==> src/rtl/cs_init_event_sender.sv <==
// Initiator-side event sender: snapshots per-channel {wen, data} on each mission clock edge,
// streams one channel per handshake, and freezes the mission clock until the response returns.
//
// state      | meaning
// -----------+--------------------------------------------------------------
// S_IDLE     | waiting for a mission clock rising edge
// S_SEND     | presenting snapshot[ch_idx] to the fringe, one channel per handshake
// S_WAIT_RSP | all channels sent, mission clock frozen, watchdog running
// S_ERROR    | watchdog expired; terminal until reset, mission clock stays frozen
module cs_init_event_sender #(
    parameter int N_CH     = 3,
    parameter int DATA_W   = 8,
    parameter int WDOG_MAX = 10000,
    parameter int WDOG_W   = 16
) (
    input  logic                   clk_i,
    input  logic                   rst_i,
    input  logic                   clk_0_h,
    input  logic [N_CH-1:0]        ch_wen_i,
    input  logic [N_CH*DATA_W-1:0] ch_data_i,
    output logic                   freeze_clk_o,
    output logic                   tx_valid_o,
    input  logic                   tx_ready_i,
    output logic [1:0]             tx_index_o,
    output logic [DATA_W:0]        tx_payload_o,
    input  logic                   rx_valid_i,
    input  logic [DATA_W:0]        rx_payload_i,
    output logic                   valid_o,
    output logic [DATA_W-1:0]      o_data_o,
    output logic                   rsp_strobe_o,
    output logic                   wdog_err_o,
    output logic                   overrun_o,
    output logic                   busy_o
);

    localparam int                PW       = DATA_W + 1;
    localparam logic [1:0]        LAST_IDX = 2'(N_CH - 1);
    localparam logic [WDOG_W-1:0] WDOG_TC  = WDOG_W'(WDOG_MAX - 1);

    typedef enum logic [1:0] {
        S_IDLE     = 2'd0,
        S_SEND     = 2'd1,
        S_WAIT_RSP = 2'd2,
        S_ERROR    = 2'd3
    } state_t;

    state_t                     r_state;
    state_t                     w_state_nxt;

    logic                       r_s1;
    logic                       r_s2;
    logic                       r_s3;
    logic                       w_evt;

    logic [N_CH-1:0][PW-1:0]    r_snap;
    logic [1:0]                 r_ch_idx;
    logic [WDOG_W-1:0]          r_wdog;
    logic                       r_freeze;
    logic                       r_valid;
    logic [DATA_W-1:0]          r_o_data;
    logic                       r_strobe;
    logic                       r_wdog_err;
    logic                       r_overrun;

    logic                       w_capture;
    logic                       w_send_hs;
    logic                       w_last_hs;
    logic                       w_rsp_take;
    logic                       w_wdog_tc;
    logic                       w_in_send;

    // clk_0_h is asynchronous: two flops for metastability, a third for edge detection.
    always_ff @(posedge clk_i or posedge rst_i) begin
        if (rst_i) begin
            r_s1 <= 1'b0;
            r_s2 <= 1'b0;
            r_s3 <= 1'b0;
        end else begin
            r_s1 <= clk_0_h;
            r_s2 <= r_s1;
            r_s3 <= r_s2;
        end
    end

    assign w_evt = r_s2 & ~r_s3;

    always_ff @(posedge clk_i or posedge rst_i) begin
        if (rst_i) begin
            r_state <= S_IDLE;
        end else begin
            r_state <= w_state_nxt;
        end
    end

    always_comb begin
        w_state_nxt = r_state;
        w_capture   = 1'b0;
        w_send_hs   = 1'b0;
        w_last_hs   = 1'b0;
        w_rsp_take  = 1'b0;
        w_wdog_tc   = 1'b0;
        case (r_state)
            S_IDLE: begin
                if (w_evt) begin
                    w_capture   = 1'b1;
                    w_state_nxt = S_SEND;
                end
            end
            S_SEND: begin
                if (tx_ready_i) begin
                    w_send_hs = 1'b1;
                    if (r_ch_idx == LAST_IDX) begin
                        w_last_hs   = 1'b1;
                        w_state_nxt = S_WAIT_RSP;
                    end
                end
            end
            S_WAIT_RSP: begin
                // A response landing on the terminal count takes priority over the error.
                if (rx_valid_i) begin
                    w_rsp_take  = 1'b1;
                    w_state_nxt = S_IDLE;
                end else if (r_wdog == WDOG_TC) begin
                    w_wdog_tc   = 1'b1;
                    w_state_nxt = S_ERROR;
                end
            end
            S_ERROR: begin
                w_state_nxt = S_ERROR;
            end
            default: begin
                w_state_nxt = S_IDLE;
            end
        endcase
    end

    always_ff @(posedge clk_i or posedge rst_i) begin
        if (rst_i) begin
            r_snap   <= '0;
            r_ch_idx <= 2'd0;
        end else if (w_capture) begin
            for (int k = 0; k < N_CH; k++) begin
                r_snap[k] <= {ch_wen_i[k], ch_data_i[k*DATA_W +: DATA_W]};
            end
            r_ch_idx <= 2'd0;
        end else if (w_send_hs && !w_last_hs) begin
            r_ch_idx <= r_ch_idx + 2'd1;
        end
    end

    always_ff @(posedge clk_i or posedge rst_i) begin
        if (rst_i) begin
            r_wdog <= '0;
        end else if (w_last_hs) begin
            r_wdog <= '0;
        end else if (r_state == S_WAIT_RSP) begin
            r_wdog <= r_wdog + 1'b1;
        end
    end

    always_ff @(posedge clk_i or posedge rst_i) begin
        if (rst_i) begin
            r_freeze   <= 1'b0;
            r_valid    <= 1'b0;
            r_o_data   <= '0;
            r_strobe   <= 1'b0;
            r_wdog_err <= 1'b0;
            r_overrun  <= 1'b0;
        end else begin
            r_strobe <= w_rsp_take;
            if (w_capture) begin
                r_freeze <= 1'b1;
            end else if (w_rsp_take) begin
                r_freeze <= 1'b0;
            end
            if (w_rsp_take) begin
                r_valid  <= rx_payload_i[DATA_W];
                r_o_data <= rx_payload_i[DATA_W-1:0];
            end
            if (w_wdog_tc) begin
                r_wdog_err <= 1'b1;
            end
            if (w_evt && (r_state != S_IDLE)) begin
                r_overrun <= 1'b1;
            end
        end
    end

    assign w_in_send    = (r_state == S_SEND);
    assign tx_valid_o   = w_in_send;
    assign tx_index_o   = w_in_send ? r_ch_idx : 2'd0;
    assign tx_payload_o = w_in_send ? r_snap[r_ch_idx] : '0;
    assign freeze_clk_o = r_freeze;
    assign valid_o      = r_valid;
    assign o_data_o     = r_o_data;
    assign rsp_strobe_o = r_strobe;
    assign wdog_err_o   = r_wdog_err;
    assign overrun_o    = r_overrun;
    assign busy_o       = (r_state != S_IDLE);

endmodule

==> config.mk <==
export PLATFORM = sky130hd
export DESIGN_NAME = cs_init_event_sender
export DESIGN_NICKNAME = d
export VERILOG_FILES = /design/src/rtl/cs_init_event_sender.sv
export SDC_FILE = /design/constraint.sdc
export NUM_CORES = 1
export LEC_CHECK = 0
export BUFFER_PORTS_ARGS = -buffer_cell sky130_fd_sc_hd__buf_2
export CORE_MARGIN = 4
export CORE_UTILIZATION = 50
export CTS_BUF_LIST = sky130_fd_sc_hd__clkbuf_4 sky130_fd_sc_hd__clkbuf_8
export DETAILED_ROUTE_END_ITERATION = 6
export PLACE_DENSITY = 0.72
export SLEW_MARGIN = 20
export SYNTH_ARGS = -nofsm -noshare
export SYNTH_HDL_FRONTEND = slang
export SYNTH_SLANG_ARGS = --single-unit
==> constraint.sdc <==
create_clock -name clk_i -period 2.4 [get_ports clk_i]
set_clock_uncertainty 0.1 [all_clocks]
set_input_delay 0.36 -clock clk_i [delete_from_list [all_inputs] [get_ports clk_i]]
set_output_delay 0.36 -clock clk_i [all_outputs]
set_load 0.02 [all_outputs]
## Word-level counts from Yosys, hierarchy flattened

Cells that the tools add are included.

- Output and inout bits: 26
- Word-level logic and storage cells: 66
- Register bits after elaboration: 63

- Order comparisons: 1
- Equal/unequal tests: 9
- Bitwise gates (word level): 2
- Reductions and logical operators: 9
- Add/sub/neg operators: 2
- Mux-type cells: 28

Operators with widths:

| kind | count |
|---|---|
| 16-bit two-way mux | 2 |
| 9-bit binary-select mux with 2-bit select | 1 |
| 9-bit two-way mux | 2 |
| 16-bit by 1-bit adder with 16-bit output, second input constant | 1 |
| 16-bit by 14-bit == test with 1-bit output, second input constant | 1 |
| 2-bit two-way mux | 8 |
| 1-bit two-way mux | 14 |
| 2-bit case mux with 4 select lines | 1 |
| 2-bit nonzero test | 4 |
| 2-bit == test, second input constant | 3 |
| 2-bit != test, second input constant | 2 |
| 4-bit AND reduction | 1 |
| 2-bit by 3-bit less-than comparator with 1-bit output, second input constant | 1 |
| 3-bit != test, second input constant | 1 |
| 2-bit by 1-bit adder with 2-bit output, second input constant | 1 |
| 2-bit by 1-bit == test with 1-bit output, second input constant | 1 |
| 1-bit logical AND | 2 |
| 2-bit zero test | 1 |
| 2-bit by 1-bit != test with 1-bit output, second input constant | 1 |
| 1-bit bitwise AND | 1 |
| 1-bit zero test | 1 |
| 1-bit inverter | 1 |

## Longest topological paths before layout

- Word-level depth: 8
- Mapped depth: 7
- Gate-level depth less buffers: 6

## Worst setup path before layout

Ideal clock, no wire load.

- Path kind: reg2reg
- Start: register r_ch_idx[0]
- End: register r_ch_idx[1]
- Library setup time: 0.094 ns
- Arrival time: 1.514 ns
- Slack: 0.692 ns
- Stages on the path, launching flop included: 7
- Required time: 2.206 ns
- Buffers on the path: 1
- Cells stage by stage: dfrtp_1 buf_2 inv_1 ha_1 nor3b_1 nor2_1 a211oi_1

- Cells in the longest elaborated chain, start to end: 7
- Elaborated cells between the ends (all ways): 10
- Classes of those cells: 1 x add/sub; 1 x eq/ne; 5 x mux; 3 x reduce/logical

RTL lines:

| element | RTL line | source |
|---|---|---|
| start: declaration | 56 | `logic [1:0] r_ch_idx;` |
| start signal: assignment | 147 | `r_ch_idx <= r_ch_idx + 2'd1;` |
| 2-bit == test | 112 | `if (r_ch_idx == LAST_IDX) begin` |
| 1-bit two-way mux | 112 |  |
| 1-bit two-way mux | 110 | `if (tx_ready_i) begin` |
| 1-bit two-way mux | 102 | `case (r_state)` |
| 1-bit zero test | 146 | `end else if (w_send_hs && !w_last_hs) begin` |
| 1-bit logical AND | 146 |  |
| 2-bit nonzero test (no line) | - |  |

Parallel ways exist; a longest one is shown, timed or not. The select of a mux whose other input is x is not followed.
A chain may end at the register's enable or synchronous reset.

## Final worst setup path

- Start: register r_state[1]
- End: output tx_index_o[1]

- Cells in the longest elaborated chain, start to end: 2

RTL lines:

| element | RTL line | source |
|---|---|---|
| start: declaration | 47 | `state_t r_state;` |
| start signal: assignment | 91 | `r_state <= w_state_nxt;` |
| 2-bit by 1-bit == test with 1-bit output | 189 | `assign w_in_send = (r_state == S_SEND);` |
| 2-bit two-way mux | 191 | `assign tx_index_o = w_in_send ? r_ch_idx : 2'd0;` |
| end: declaration | 24 | `output logic [1:0] tx_index_o,` |

No other way between the ends.

==> flow_summary.ini <==
[place]
hpwl_mm = 4.20
gp_congestion = 0.812
pre_cts_slack_ns = 0.414
io_buffers = 66

[sta]
fmaxAchievable_ghz = 0.463
tightest_slew_ns = 0.540
final_hold_viol_count = 0
period_minus_slack_ns = 2.16
setup_slack_ns = 0.242
fin_tns_setup_ns = 0
maxSlewViolCount = 0
min_period_over_period_pct = 89.9
grt_setup_unrepaired = no
slew_headroom_pct = 64.0
final-setup-viol-count = 0

[synthesis]
synth_seq_area_share_pct = 55.5
synth_area_um2 = 2840
netlist_instances = 247
ys_warn_count = 0
synth_nets = 290
syn_area_per_cell_um2 = 11.5
synth_seq_cells = 63
ys_types = 36

[die]
dieArea_um2 = 6950
ios = 67
die_w_um = 83.4
die_height_um = 83.4
rows = 27
core_area_um2 = 5510
initial_core_util_pct = 51.6

[critical_path]
r2r_slack_ns = 0.39
reg2reg_from = r_state[1]$_DFFE_PP0P_
reg2regPathDepth = 5
worstSetupPathType = reg -> out
r2r_end = r_wdog[15]$_DFFE_PP0P_
cp-startpoint = r_state[1]$_DFFE_PP0P_
crit_path_max_fanout = 12
crit_path_end_kind = output port
critPathRequiredTime_ns = 1.94
start_kind = flip-flop
cp_data_arrival_time_ns = 1.70

[layout]
antenna_cells = 0
nNetsFinal = 364
area_delta_synth_final_pct = 22.3
nFillCells = 463
final_common_cell = buf_2
mostFrequentLayoutCells = 66 x buf_2, 62 x dfrtp_1, 32 x nor2_1
drive_gt1_share_pct = 38.2

[detailed_routing]
drc = 0
drt_first_pass_iters = 4
wl_per_cell_um = 14.6
num_vias = 2075
drtIter0Drc = 83
ant_nets = 0
routed_via_density = 5.23
wirelength_mm = 5.81

[global_routing]
first_global_vias = 2216
grt.total_usage_pct = 18.3
grt_max_degree = 31
grt_antenna_before_repair = 0
grt_pass1_wl_mm = 10.3
grt-ovfl-total = 0

[pwr]
peakVddDrop_mv = 0.969
internal-power_w = 0.00273
seqPwrFrac_pct = 42.8
sw_frac_of_total_pct = 37.3
p_leak_nw = 1.67
power.share.clock_pct = 20.5
p_switching_w = 0.00162
power.density_nw_per_um2 = 1250
combinationalPowerShare_pct = 36.6

[clock_tree]
cts.clk_slew.worst_paths_ns = 0.07
cts_tree = done
cts_root_buffer = clkbuf_8
htreeDepth = 3
cts_made_buffers = 9
clkLatencyLatePin_ns = 0.33
post_cts_buffers = 0
cts.sinks = 63
cts_max_path_buffers = 2

[hold_path]
hold_path.startpoint = clk_0_h
whs_path_depth = 1
min_to = r_s1$_DFF_PP0_
worst_hold_path_type = in -> reg

[run]
cap_violations = 0

[run_status]
outcome = finished clean
cell families after synthesis:
family          after synthesis  synth area share, %
fa+ha+maj                     2                0.881
mux                          47                 18.1
xor+xnor                      7                 2.16
compound gates               29                 5.99
simple gates                 82                 14.5
flops                        63                 55.5
buf+inv                      17                 2.78
worst max-delay path by stage:
stage                               end  slack [ns]
5_1_grt                   tx_index_o[1]        0.11
4_1_cts                 tx_payload_o[8]        0.17
3_3_place_gp     r_wdog[11]$_DFFE_PP0P_        0.42
6_report                  tx_index_o[1]        0.24
2_1_floorplan  freeze_clk_o$_DFFE_PP0P_        0.37
3_5_place_dp     r_wdog[15]$_DFFE_PP0P_        0.41
per-layer routing:
layer | track usage (%) | share of wire [%]
met4 | 6.24 | 1.1
met5 | 0 | 0
met1 | 22.7 | 44
met3 | 4.96 | 3.8
met2 | 30.9 | 51
state kept, by name (all words and copies together) (netlist names):
register,flops
r_s3,1
r_s1,1
wdog_err_o,1
valid_o,1
r_snap,27
freeze_clk_o,1
rsp_strobe_o,1
r_wdog,16
o_data_o,8
r_state,2
r_ch_idx,2
overrun_o,1
r_s2,1
Yosys cell counts (all sizes together):
cell / n / area share [%]
and2: 1 / 0.22
dfrtp: 63 / 56
nand4b: 2 / 0.62
nand2: 14 / 1.9
nand2b: 4 / 0.88
nand4: 4 / 0.88
xor2: 2 / 0.62
nor2b: 2 / 0.44
inv: 7 / 0.92
nor3: 3 / 0.70
a31o: 3 / 0.93
nor4: 4 / 1.4
a211oi: 1 / 0.26
a21o: 2 / 0.53
o21ai: 4 / 0.70
a21oi: 16 / 2.8
buf: 8 / 1.6
ha: 2 / 0.88
mux2i: 11 / 3.9
nand3: 7 / 1.2
nor2: 33 / 4.4
or3: 2 / 0.44
nor3b: 2 / 0.53
xnor2: 5 / 1.5
nor4b: 1 / 0.31
mux2: 36 / 14
clkbuf: 2 / 0.26
and3: 3 / 0.66
o21bai: 2 / 0.53
a31oi: 1 / 0.22
repair_timing:
| action | 4_1_cts | 5_1_grt |
|---|---|---|
| gates resized for setup | 0 | 1 |
| hold buffers | 1 | 0 |
| endpoints found under the setup margin | 0 | 1 |
| hold endpoints to repair | 11 | 0 |
worst max-delay path, cell delays in order, from the launching register on:
cell and delay, ns:
dfrtp_1 0.46, nand2b_1 0.49, inv_2 0.09, and2_1 0.17
buf_2 0.16
final cells by class:
type                       count  area (um2)  share of cell area [%]
sequential                    63        1580                    45.4
multi-input combinational    167        1190                    34.2
timing repair buffer          73         398                    11.5
clock buffer                   9         124                    3.57
tap                           72        90.1                    2.59
clock inverter                 6        70.1                    2.02
inverter                       7        26.3                   0.756
power by group through the flow:
stage	combinational, W	sequential (W)	clock, W
after detailed placement	0.00161	0.00188	0
after floorplan	0.00112	0.00188	0
after CTS	0.00162	0.00186	0.000916
final	0.00159	0.00186	0.000894
after global routing	0.00178	0.00194	0.000967
after global placement	0.00158	0.00186	0
per-stage QoR:
stage	instances	power (W)	cell area (um2)	utilization, %	hold slack [ns]
finish	397	0.00435	3470	63.1	0.0288
global route	397	0.00469	3470	63.1	0.0117
CTS	397	0.00440	3470	63.1	0.0147
detailed placement	381	0.00349	3270	59.4	0.219
global placement	381	0.00343	3270	59.4	0.214
floorplan	247	0.00299	2840	-	0.231
Power figures use the tool's default switching activity.
